File: config.mk
export PLATFORM = sky130hd
export DESIGN_NAME = flow_stats_updater
export DESIGN_NICKNAME = d
export VERILOG_FILES = /design/src/rtl/flow_stats_updater.sv
export SDC_FILE = /design/constraint.sdc
export NUM_CORES = 1
export LEC_CHECK = 0
export BUFFER_PORTS_ARGS = -buffer_cell sky130_fd_sc_hd__clkbuf_2
export CAP_MARGIN = 20
export CORE_ASPECT_RATIO = 0.5
export CORE_MARGIN = 2
export CORE_UTILIZATION = 55
export DETAILED_ROUTE_END_ITERATION = 12
export MAX_ROUTING_LAYER = met4
export PLACE_DENSITY_LB_ADDON = 0.1
export SETUP_SLACK_MARGIN = 0.4
export SYNTH_ARGS = -nofsm -noshare
export SYNTH_HDL_FRONTEND = slang
export SYNTH_SLANG_ARGS = --single-unit
File: constraint.sdc
create_clock -name clk -period 34.2 [get_ports clk]
set_input_delay 6.84 -clock clk [delete_from_list [all_inputs] [get_ports clk]]
set_output_delay 6.84 -clock clk [all_outputs]
set_load 0.01 [all_outputs]
File: src/rtl/flow_stats_updater.sv
// -----------------------------------------------------------------------------
// flow_stats_updater
//
// Read-modify-write front end for flow_storage. Each accepted packet
// descriptor issues a storage read; the returned record is updated (packet
// count + 1, byte count + size) and written back using the storage edit id.
// The same updated record is streamed to downstream feature logic.
//
// Optional feature macro: FLOW_STATS_SATURATE_EN
//   defined   -> count and bytes saturate at their all-ones value
//   undefined -> count and bytes wrap modulo 2^width
//
// Ports:
//   clk, reset                      clock, asynchronous active-high reset
//   pkt_valid/pkt_ready             descriptor handshake
//   pkt_flow_id, pkt_size           descriptor fields
//   read_ready/read_en/read_id      storage read request
//   read_data_new/_found/read_data  storage read result
//   read_edit_id                    edit id returned with the result
//   write_ready/write_en            storage write-back handshake
//   write_edit_id, write_data       write-back record {count, bytes}
//   stats_valid/_flow_id/_count/_bytes  updated-record stream, no backpressure
//   error                           sticky: result arrived with nothing pending
// -----------------------------------------------------------------------------
module flow_stats_updater #(
   parameter int FLOW_ID_WIDTH = 16,
   parameter int EDIT_ID_WIDTH = 4,
   parameter int SIZE_WIDTH    = 11,
   parameter int COUNT_WIDTH   = 8,
   parameter int BYTES_WIDTH   = 24,
   parameter int PENDING_DEPTH = 8,
   localparam int DATA_WIDTH   = COUNT_WIDTH + BYTES_WIDTH
) (
   input  logic                     clk,
   input  logic                     reset,
   input  logic                     pkt_valid,
   output logic                     pkt_ready,
   input  logic [FLOW_ID_WIDTH-1:0] pkt_flow_id,
   input  logic [SIZE_WIDTH-1:0]    pkt_size,
   input  logic                     read_ready,
   output logic                     read_en,
   output logic [FLOW_ID_WIDTH-1:0] read_id,
   input  logic                     read_data_new,
   input  logic                     read_data_found,
   input  logic [DATA_WIDTH-1:0]    read_data,
   input  logic [EDIT_ID_WIDTH-1:0] read_edit_id,
   input  logic                     write_ready,
   output logic                     write_en,
   output logic [EDIT_ID_WIDTH-1:0] write_edit_id,
   output logic [DATA_WIDTH-1:0]    write_data,
   output logic                     stats_valid,
   output logic [FLOW_ID_WIDTH-1:0] stats_flow_id,
   output logic [COUNT_WIDTH-1:0]   stats_count,
   output logic [BYTES_WIDTH-1:0]   stats_bytes,
   output logic                     error
);

   localparam int PTR_W  = $clog2(PENDING_DEPTH);
   localparam int OCC_W  = PTR_W + 1;
   localparam int PEND_W = FLOW_ID_WIDTH + SIZE_WIDTH;
   localparam int WQ_W   = EDIT_ID_WIDTH + FLOW_ID_WIDTH + DATA_WIDTH;

   localparam logic [PTR_W-1:0]   PTR_ONE      = PTR_W'(1);
   localparam logic [OCC_W-1:0]   OCC_ONE      = OCC_W'(1);
   localparam logic [OCC_W-1:0]   OCC_ZERO     = OCC_W'(0);
   localparam logic [OCC_W+1:0]   CREDIT_LIMIT = (OCC_W + 2)'(PENDING_DEPTH);

   // Updated packet count: a new flow starts at one.
   function automatic logic [COUNT_WIDTH-1:0] next_count(
      input logic                   found,
      input logic [COUNT_WIDTH-1:0] old_count
   );
      logic [COUNT_WIDTH:0] sum;
      if (found) begin
         sum = {1'b0, old_count} + {{COUNT_WIDTH{1'b0}}, 1'b1};
      end else begin
         sum = {{COUNT_WIDTH{1'b0}}, 1'b1};
      end
`ifdef FLOW_STATS_SATURATE_EN
      if (sum[COUNT_WIDTH]) begin
         next_count = {COUNT_WIDTH{1'b1}};
      end else begin
         next_count = sum[COUNT_WIDTH-1:0];
      end
`else
      next_count = sum[COUNT_WIDTH-1:0];
`endif
   endfunction

   // Updated byte count: a new flow starts at the packet size.
   function automatic logic [BYTES_WIDTH-1:0] next_bytes(
      input logic                   found,
      input logic [BYTES_WIDTH-1:0] old_bytes,
      input logic [SIZE_WIDTH-1:0]  pkt_bytes
   );
      logic [BYTES_WIDTH:0] ext;
      logic [BYTES_WIDTH:0] sum;
      ext = {{(BYTES_WIDTH + 1 - SIZE_WIDTH){1'b0}}, pkt_bytes};
      if (found) begin
         sum = {1'b0, old_bytes} + ext;
      end else begin
         sum = ext;
      end
`ifdef FLOW_STATS_SATURATE_EN
      if (sum[BYTES_WIDTH]) begin
         next_bytes = {BYTES_WIDTH{1'b1}};
      end else begin
         next_bytes = sum[BYTES_WIDTH-1:0];
      end
`else
      next_bytes = sum[BYTES_WIDTH-1:0];
`endif
   endfunction

   // Pending FIFO state: {flow_id, size} per issued read
   logic [PEND_W-1:0]        pend_mem_r [PENDING_DEPTH];
   logic [PTR_W-1:0]         pend_wr_ptr_r;
   logic [PTR_W-1:0]         pend_rd_ptr_r;
   logic [OCC_W-1:0]         pend_occ_r;

   // Write queue state: {edit_id, flow_id, count, bytes}
   logic [WQ_W-1:0]          wq_mem_r [PENDING_DEPTH];
   logic [PTR_W-1:0]         wq_wr_ptr_r;
   logic [PTR_W-1:0]         wq_rd_ptr_r;
   logic [OCC_W-1:0]         wq_occ_r;

   // Compute register between the read result and the write queue
   logic                     res_valid_r;
   logic [EDIT_ID_WIDTH-1:0] res_edit_r;
   logic [FLOW_ID_WIDTH-1:0] res_flow_r;
   logic [COUNT_WIDTH-1:0]   res_count_r;
   logic [BYTES_WIDTH-1:0]   res_bytes_r;

   logic                     error_r;

   logic [OCC_W+1:0]         credit_used_s;
   logic                     pkt_ready_s;
   logic                     pend_push_s;
   logic                     pend_pop_s;
   logic                     spurious_s;
   logic                     wq_pop_s;
   logic [PEND_W-1:0]        pend_head_s;
   logic [WQ_W-1:0]          wq_head_s;

   // Handshake, credit accounting and FIFO push/pop decisions
   always_comb begin
      credit_used_s = {2'b00, pend_occ_r} + {2'b00, wq_occ_r}
                    + {{(OCC_W + 1){1'b0}}, res_valid_r};
      if (reset) begin
         pkt_ready_s = 1'b0;
      end else begin
         pkt_ready_s = read_ready && (credit_used_s < CREDIT_LIMIT);
      end
      pend_push_s = pkt_valid && pkt_ready_s;
      if (pend_occ_r == OCC_ZERO) begin
         pend_pop_s = 1'b0;
         spurious_s = read_data_new;
      end else begin
         pend_pop_s = read_data_new;
         spurious_s = 1'b0;
      end
      wq_pop_s    = (wq_occ_r != OCC_ZERO) && write_ready;
      pend_head_s = pend_mem_r[pend_rd_ptr_r];
      wq_head_s   = wq_mem_r[wq_rd_ptr_r];
   end

   assign pkt_ready     = pkt_ready_s;
   assign read_en       = pend_push_s;
   assign read_id       = pkt_flow_id;
   assign write_en      = wq_pop_s;
   assign stats_valid   = wq_pop_s;
   assign write_edit_id = wq_head_s[WQ_W-1 -: EDIT_ID_WIDTH];
   assign stats_flow_id = wq_head_s[DATA_WIDTH +: FLOW_ID_WIDTH];
   assign write_data    = wq_head_s[DATA_WIDTH-1:0];
   assign stats_count   = wq_head_s[DATA_WIDTH-1 -: COUNT_WIDTH];
   assign stats_bytes   = wq_head_s[BYTES_WIDTH-1:0];
   assign error         = error_r;

   // Pending FIFO storage and pointers
   always_ff @(posedge clk or posedge reset) begin
      if (reset) begin
         for (int i = 0; i < PENDING_DEPTH; i++) begin
            pend_mem_r[i] <= {PEND_W{1'b0}};
         end
         pend_wr_ptr_r <= {PTR_W{1'b0}};
         pend_rd_ptr_r <= {PTR_W{1'b0}};
      end else begin
         if (pend_push_s) begin
            pend_mem_r[pend_wr_ptr_r] <= {pkt_flow_id, pkt_size};
            pend_wr_ptr_r             <= pend_wr_ptr_r + PTR_ONE;
         end
         if (pend_pop_s) begin
            pend_rd_ptr_r <= pend_rd_ptr_r + PTR_ONE;
         end
      end
   end

   // Pending FIFO occupancy; simultaneous push and pop leave it unchanged
   always_ff @(posedge clk or posedge reset) begin
      if (reset) begin
         pend_occ_r <= OCC_ZERO;
      end else begin
         case ({pend_push_s, pend_pop_s})
            2'b10:   pend_occ_r <= pend_occ_r + OCC_ONE;
            2'b01:   pend_occ_r <= pend_occ_r - OCC_ONE;
            default: pend_occ_r <= pend_occ_r;
         endcase
      end
   end

   // Compute register: updated record for the pending head
   always_ff @(posedge clk or posedge reset) begin
      if (reset) begin
         res_valid_r <= 1'b0;
         res_edit_r  <= {EDIT_ID_WIDTH{1'b0}};
         res_flow_r  <= {FLOW_ID_WIDTH{1'b0}};
         res_count_r <= {COUNT_WIDTH{1'b0}};
         res_bytes_r <= {BYTES_WIDTH{1'b0}};
      end else begin
         res_valid_r <= pend_pop_s;
         if (pend_pop_s) begin
            res_edit_r  <= read_edit_id;
            res_flow_r  <= pend_head_s[PEND_W-1 -: FLOW_ID_WIDTH];
            res_count_r <= next_count(read_data_found,
                                      read_data[DATA_WIDTH-1 -: COUNT_WIDTH]);
            res_bytes_r <= next_bytes(read_data_found,
                                      read_data[BYTES_WIDTH-1:0],
                                      pend_head_s[SIZE_WIDTH-1:0]);
         end
      end
   end

   // Write queue storage and pointers; fed from the compute register
   always_ff @(posedge clk or posedge reset) begin
      if (reset) begin
         for (int i = 0; i < PENDING_DEPTH; i++) begin
            wq_mem_r[i] <= {WQ_W{1'b0}};
         end
         wq_wr_ptr_r <= {PTR_W{1'b0}};
         wq_rd_ptr_r <= {PTR_W{1'b0}};
      end else begin
         if (res_valid_r) begin
            wq_mem_r[wq_wr_ptr_r] <= {res_edit_r, res_flow_r, res_count_r, res_bytes_r};
            wq_wr_ptr_r           <= wq_wr_ptr_r + PTR_ONE;
         end
         if (wq_pop_s) begin
            wq_rd_ptr_r <= wq_rd_ptr_r + PTR_ONE;
         end
      end
   end

   // Write queue occupancy; simultaneous push and pop leave it unchanged
   always_ff @(posedge clk or posedge reset) begin
      if (reset) begin
         wq_occ_r <= OCC_ZERO;
      end else begin
         case ({res_valid_r, wq_pop_s})
            2'b10:   wq_occ_r <= wq_occ_r + OCC_ONE;
            2'b01:   wq_occ_r <= wq_occ_r - OCC_ONE;
            default: wq_occ_r <= wq_occ_r;
         endcase
      end
   end

   // Sticky error: a read result with no outstanding read is discarded
   always_ff @(posedge clk or posedge reset) begin
      if (reset) begin
         error_r <= 1'b0;
      end else if (spurious_s) begin
         error_r <= 1'b1;
      end
   end

endmodule
==> results of run 1 <==
-- registers in the layout, summed over array words and instances, names as in the netlist, 3 cells and up --
name	cells
pend_mem_r	216
pend_occ_r	4
pend_rd_ptr_r	3
pend_wr_ptr_r	3
res_bytes_r	24
res_count_r	8
res_edit_r	4
res_flow_r	16
wq_mem_r	416
wq_occ_r	4
wq_rd_ptr_r	3
wq_wr_ptr_r	3
-- path summary, 6_finish.rpt --
path | cells past startpoint | from | to
min in group asynchronous | 2 | reset | pend_mem_r[184]
max in group asynchronous | 7 | reset | wq_mem_r[325]
worst max-delay path | 6 | reset | read_en
worst min register to register | 1 | error | error
worst min-delay path | 1 | error | error
worst max register to register | 11 | pend_rd_ptr_r[0] | res_bytes_r[14]
-- metrics by stage --
step | hold WS, ps | utilization | cells | total power, mW | cell area (um2)
floorplan | 453 | - | 2090 | 2.23 | 32400
global placement | 442 | 0.581 | 2894 | 2.51 | 33600
detailed placement | 443 | 0.581 | 2894 | 2.54 | 33600
CTS | 458 | 0.616 | 3005 | 3.25 | 35600
global route | 472 | 0.616 | 3006 | 3.41 | 35600
finish | 455 | 0.616 | 3006 | 3.21 | 35600
-- worst max-delay path, stage by stage --
cell and delay [ps]:
clkbuf_2 120, inv_8 490, o2111a_2 370, nand2_4 140, inv_2 210, clkbuf_2 170
-- area by class of cell --
type	instances	area share
inverter	14	0.00169
timing repair buffer	210	0.0326
clock inverter	27	0.00769
clock buffer	84	0.0484
sequential	706	0.496
multi-input combinational	1197	0.386
tap	768	0.0270
-- kinds of logic (layout without fill, tap and decap cells) --
family / after synthesis / count (layout) / synth area share
muxes: 875 / 875 / 0.358
AOI/OAI and AO/OA: 91 / 91 / 0.0173
adders and majority gates: 28 / 28 / 0.0113
xor gates and xnor gates: 36 / 36 / 0.00973
and+or+nand+nor: 167 / 167 / 0.0273
buffers and inverters: 187 / 335 / 0.0306
DFF: 706 / 706 / 0.545
-- cell usage in the layout (no fill, tap or decap), types with 5 or more instances in the layout --
cell,instances
clkbuf_2,174
mux2i_1,20
dfrtp_1,700
clkbuf_1,12
clkinv_2,18
clkbuf_16,61
clkbuf_8,11
xnor2_1,23
mux4_2,158
nand2_1,91
buf_4,35
bufinv_16,5
nand3_1,18
a21o_1,9
ha_1,26
a21oi_1,15
nor2_1,17
xor2_1,13
o21ai_0,40
inv_1,12
mux2_2,693
nand4_1,5
o211ai_1,7
or4_1,5
-- where the power goes --
group / internal (mW) / total (mW) / switching [mW]
clock network: 0.389 / 0.704 / 0.315
logic: 0.640 / 1.14 / 0.495
registers: 1.14 / 1.38 / 0.237
total: 2.17 / 3.21 / 1.05
-- per-layer routing --
metal,track usage,part of all wire,up-vias
li1,-,-,7922
met1,0.352,0.48,9611
met2,0.388,0.48,245
met3,0.0357,0.033,86
met4,0.0438,0.014,0
met5,-,0,-
-- synthesized netlist by cell type (6+ instances only) --
cell      instances  area (um2)
buf_2            42         210
buf_1             8        30.0
inv_1            13        48.8
nand2_1          91         342
ha_1             26         325
mux2i_1          20         200
o21ai_0          40         200
dfrtp_1         706       17700
buf_6             6        67.6
nand3_1          18        90.1
xor2_1           13         114
mux4_2          158        3560
a21o_1            9        67.6
nor2_1           17        63.8
clkbuf_1         66         248
o211ai_1          7        52.6
a21oi_1          15        75.1
mux2_2          693        7800
xnor2_1          23         201
buf_4            51         383
==> key figures, run 1 <==
STA
  – Period utilization: 0.445
  – Min cycle time layout: 15230 ps
  – Final Hold Viols: 0
  – Setup TNS Final: 0 ps
  – Worst slew pin tran: 1110 ps
  – Clk_skew: 22.1 ps
  – # setup viols final: 0
  – Final Max Slew Viols: 0
  – RSZ-0062 raised after global routing: false
  – Worst relative slew slack: 0.262
  – Final WS setup: 18970 ps
  – Max Fclk: 0.0657 GHz

Place
  – DP Wirelength: 40200 um
  – Post-Place Worst Slack: 18900 ps
  – Gp weighted congestion: 0.793
  – IO Port Bufs: 174

Route
  – TritonRoute pass-1 iters: 4
  – Avg WL per Cell: 23.6 um
  – Final ANT Viol Nets: 0
  – Residual DRC: 0
  – Drt initial violations: 1025
  – Vias: 17.9k
  – Via density: 5.94
  – Routed wire length: 70900 um

Layout
  – Proportion of layout cells with a drive suffix above 1: 0.529
  – Final Net Count: 2287
  – Layout fillers: 4381
  – Sequential cell area: 0.0177 mm2
  – Footprint of the multi-input gates: 0.0138 mm2
  – # diodes: 0
  – P&R area growth vs syn: 9.99%

Setup path
  – Setup CP Type: in2out
  – Worst setup SP type: input pin
  – Flop-to-flop setup slack: 29060 ps
  – Crit Path Max Fanout: 106
  – Worst EP arrival: 8390 ps
  – Req. time, crit path: 27360 ps
  – Setup crit end kind: output pin

Clock tree
  – CTS buffer count: 60
  – TritonCTS clock tree: yes
  – Sinks on the clock net: 706
  – H-Tree Depth: 2
  – Max Root-Sink Buffers: 3
  – Clk pin slew, worst setup/hold paths: 70 ps
  – CTS resizes: 0
  – Post-CTS Setup Bufs: 0
  – Worst-Skew Late Latency: 630 ps
  – CTS root buf: clkbuf_16
  – Hold_buf cts: 0

Yosys
  – Post-Synthesis Cells: 2090
  – Synthesized area per cell: 15.5 um2
  – Synth warn: 0
  – EDFF count, synth: 0
  – Post-Syn Nets: 2188
  – FFs w/ async S/R, synth: 1.00
  – Netlist cell types: 56
  – Ys flop type: dfrtp_1
  – Mapped Area: 0.0324 mm2
  – Sequential area share after synthesis: 0.545
  – Synth Register Bits: 706

Floorplanning
  – Die Height: 176 um
  – Die X: 347 um
  – Core Area: 0.0578 mm2
  – Initial core utilization: 0.560
  – # rows: 62
  – # IOs: 175
  – Die area: 0.0610 mm2

GRT
  – Largest net degree at the start of global routing: 107
  – Overflow after GRT: 0
  – All-Layer GR Usage: 0.247
  – Vias in the first global route: 18.7k
  – First-pass GRT wire length: 112000 um
  – Initial antenna violation count: 3

Pwr
  – Power Dens Cells: 90.2 mW/mm2
  – LEAKAGE: 16.9 nW
  – VDD IR-drop max: 53.2 uV

Hold path
  – Hold Path Class: reg2reg

Outcome
  – Status: completed

Job
  – Max-Cap Viols: 0
Power figures use the tool's default switching activity.
==> run 2: changes to the inputs <==
--- a/config.mk
+++ b/config.mk
@@ -5,6 +5,7 @@
 export SDC_FILE = /design/constraint.sdc
 export NUM_CORES = 1
 export LEC_CHECK = 0
+export ABC_AREA = 1
 export BUFFER_PORTS_ARGS = -buffer_cell sky130_fd_sc_hd__clkbuf_2
 export CAP_MARGIN = 20
 export CORE_ASPECT_RATIO = 0.5
==> constraint.sdc (replaced) <==
create_clock -name clk -period 13.7 [get_ports clk]
set_input_delay 2.74 -clock clk [delete_from_list [all_inputs] [get_ports clk]]
set_output_delay 2.74 -clock clk [all_outputs]
set_load 0.01 [all_outputs]
==> run 2 against run 1 <==
  * Utilization decreased by 1.7 points
  * Combinational power rose to 3.3 times the previous value
  * Flip-flop and latch count unchanged
  * Sequential share of layout area rose by 0.21 points
  * Via count increased by 49%
  * Critical endpoint unchanged
  * Largest cell class unchanged
==> key figures, run 2 <==
Pwr
  – Sequential power share: 0.382
  – Total power: 8.91 mW
  – VDD IR-drop max: 123 uV
  – Switching Share: 0.422
  – Internal: 5.15 mW
  – Clock power frac: 0.201
  – LEAKAGE: 16.9 nW
  – P_sw: 3.76 mW
  – Combinational share of power: 0.417
  – Power Dens Cells: 251 mW/mm2

STA
  – Period utilization: 0.522
  – Worst relative slew slack: 0.260
  – Clk_skew: 22.0 ps
  – Worst slew pin tran: 1110 ps
  – RSZ-0062 raised after global routing: false
  – Min cycle time layout: 7150 ps
  – Final Max Slew Viols: 0
  – Max Fclk: 0.140 GHz
  – Final WS setup: 6550 ps
  – # setup viols final: 0
  – Final Hold Viols: 0

Setup path
  – Worst R2R End: res_bytes_r[11]
  – Flop-to-flop setup slack: 9330 ps
  – Setup CP Type: in2out
  – Cell family with most CP delay: buffers and inverters
  – Slowest stage delay, CP: 600 ps
  – Worst EP arrival: 4410 ps
  – Critical path, cell by cell: clkbuf_2, clkinvlp_4, nand3_1, a21oi_2, buf_4, nand2_8, inv_4, clkbuf_2
  – WP buf/inv: 5
  – Worst R2R Path Depth: 15
  – Crit Path Max Fanout: 32
  – Setup crit end kind: output pin
  – Crit Reg-Reg Startpoint: pend_rd_ptr_r[0]
  – Slowest stage cell, crit path: clkinvlp_4
  – Req. time, crit path: 10960 ps
  – Worst setup SP type: input pin
  – Most common cell on crit path: clkbuf_2

GRT
  – Largest net degree at the start of global routing: 173
  – Met1 Use GR: 0.433
  – Vias in the first global route: 25.0k
  – All-Layer GR Usage: 0.292
  – Overflow after GRT: 0
  – M3 GR Usage: 0.0457
  – Global Route met2 Usage: 0.426
  – Initial antenna violation count: 4
  – First-pass GRT wire length: 138000 um
  – GR peak layer: met1

Yosys
  – Netlist cell types: 38
  – Sequential area share after synthesis: 0.537
  – Area contributors post-synth: dfrtp_1, nand2_1, o21ai_0
  – Post-Synthesis Cells: 3892
  – Most frequent cells after synthesis: nand2_1, dfrtp_1, o21ai_0
  – Post-Syn Nets: 3990
  – EDFF count, synth: 0
  – Area share of the largest cell type after synthesis: 0.537
  – Mapped Area: 0.0329 mm2
  – FFs w/ async S/R, synth: 1.00
  – Ys flop type: dfrtp_1
  – Leading area contributor after synthesis: dfrtp_1
  – Most common cell in the netlist: nand2_1
  – Synth Register Bits: 706
  – Synth warn: 0
  – Synthesized area per cell: 8.46 um2

Route
  – Final ANT Viol Nets: 0
  – Vias: 26.6k
  – Routed wire length: 86200 um
  – Residual DRC: 0
  – TritonRoute pass-1 iters: 6
  – Via density: 5.64
  – Drt initial violations: 2304
  – Avg WL per Cell: 18.3 um

Clock tree
  – Worst-Skew Late Latency: 610 ps
  – H-Tree Depth: 3
  – Post-CTS Setup Bufs: 0
  – Sinks on the clock net: 706
  – TritonCTS clock tree: yes
  – CTS resizes: 0
  – Max Root-Sink Buffers: 3
  – Clk pin slew, worst setup/hold paths: 60 ps
  – CTS root buf: clkbuf_16
  – Hold_buf cts: 0
  – CTS buffer count: 66

Floorplanning
  – Die area: 0.0619 mm2
  – Die Height: 177 um
  – Initial core utilization: 0.556
  – # IOs: 175
  – Die X: 350 um
  – Core Area: 0.0592 mm2
  – # rows: 63

Layout
  – Fin area: 0.0355 mm2
  – Max FFs per register: 416
  – Commonest non-fill, non-tap cell in the layout: nand2_1
  – Commonest non-fill, non-tap cells in the layout: nand2_1, dfrtp_1, o21ai_0, nor2_1, o21ai_1
  – Proportion of layout cells with a drive suffix above 1: 0.0949
  – Final Net Count: 3954
  – Leading registers by flop count: wq_mem_r (416), pend_mem_r (216), res_bytes_r (24)
  – Most flops, register: wq_mem_r
  – P&R area growth vs syn: 7.76%
  – Fin util: 0.599

Hold path
  – Hold_sp: pend_mem_r[165]
  – Hold endpoint: pend_mem_r[165]
  – Hold path depth: 2
  – Hold Path Class: reg2reg

Place
  – DP Wirelength: 49100 um
  – IO Port Bufs: 174
  – Placed cell area: 0.0334 mm2
  – Post-Place Worst Slack: 6520 ps
  – Gp weighted congestion: 0.905

Outcome
  – Status: completed

Job
  – Max-Cap Viols: 0
[run 2: kinds of logic (layout without fill, tap and decap cells)]
kind of cell    count (synthesis)  in the layout  synth area share
compound gates               1076           1076             0.185
fa+ha+maj                      28             28            0.0111
mux                             1              1          0.000342
other cells                     0              2                 0
buf+inv                       481            489            0.0739
flops                         706            706             0.537
simple gates                 1577           1577             0.187
xor+xnor                       23             23           0.00612
[run 2: per-layer routing]
| layer | share of wire | wire length (um) |
|---|---|---|
| met1 | 0.49 | 42000 |
| met2 | 0.44 | 37700 |
| met3 | 0.060 | 5190 |
| met4 | 0.016 | 1420 |
| met5 | 0 | 0 |
[run 2: cell type report]
| class | instances | area [um2] |
|---|---|---|
| fill | 5334 | 23700 |
| timing repair buffer | 207 | 1160 |
| clock buffer | 102 | 1980 |
| clock inverter | 10 | 77.6 |
| sequential | 706 | 17700 |
| multi-input combinational | 2705 | 12900 |
| inverter | 170 | 651 |
| tap | 812 | 1020 |
| antenna | 2 | 5.00 |
[run 2: through the flow]
step	hold slack, ps	setup TNS (ps)	std cells
2_1_floorplan	448	-188200	3892
3_3_place_gp	459	0	4599
3_5_place_dp	462	0	4599
4_1_cts	477	0	4711
5_1_grt	490	0	4713
6_report	473	0	4714
[run 2: worst max path at each step]
stage | start | endpoint | slack (ps) | cells past startpoint
final | reset | read_en | 6550 | 8
after global routing | reset | read_en | 6330 | 8
after CTS | reset | read_en | 6510 | 8
after detailed placement | reset | read_en | 6520 | 8
after global placement | reset | read_en | 6560 | 8
after floorplan | reset | read_en | -3230 | 6
[run 2: power groups by stage]
stage | Clock (mW) | Sequential, mW | Combinational (mW)
final | 1.79 | 3.40 | 3.72
after global routing | 1.90 | 3.50 | 4.22
after CTS | 1.82 | 3.39 | 3.71
after detailed placement | 0 | 3.42 | 3.70
after global placement | 0 | 3.40 | 3.61
after floorplan | 0 | 3.23 | 2.85
[run 2: worst register-to-register path, cell delays in order (launching register included)]
cell,delay [ps]
dfrtp_2,680
inv_2,700
buf_4,730
o21ai_0,180
o22ai_1,190
nand2_1,70
nand2_1,220
ha_1,280
nand3_1,120
nand3_1,180
nand2_1,100
nand2_1,130
nand2_1,120
nand3_1,70
nand3_1,280
o21ai_0,150
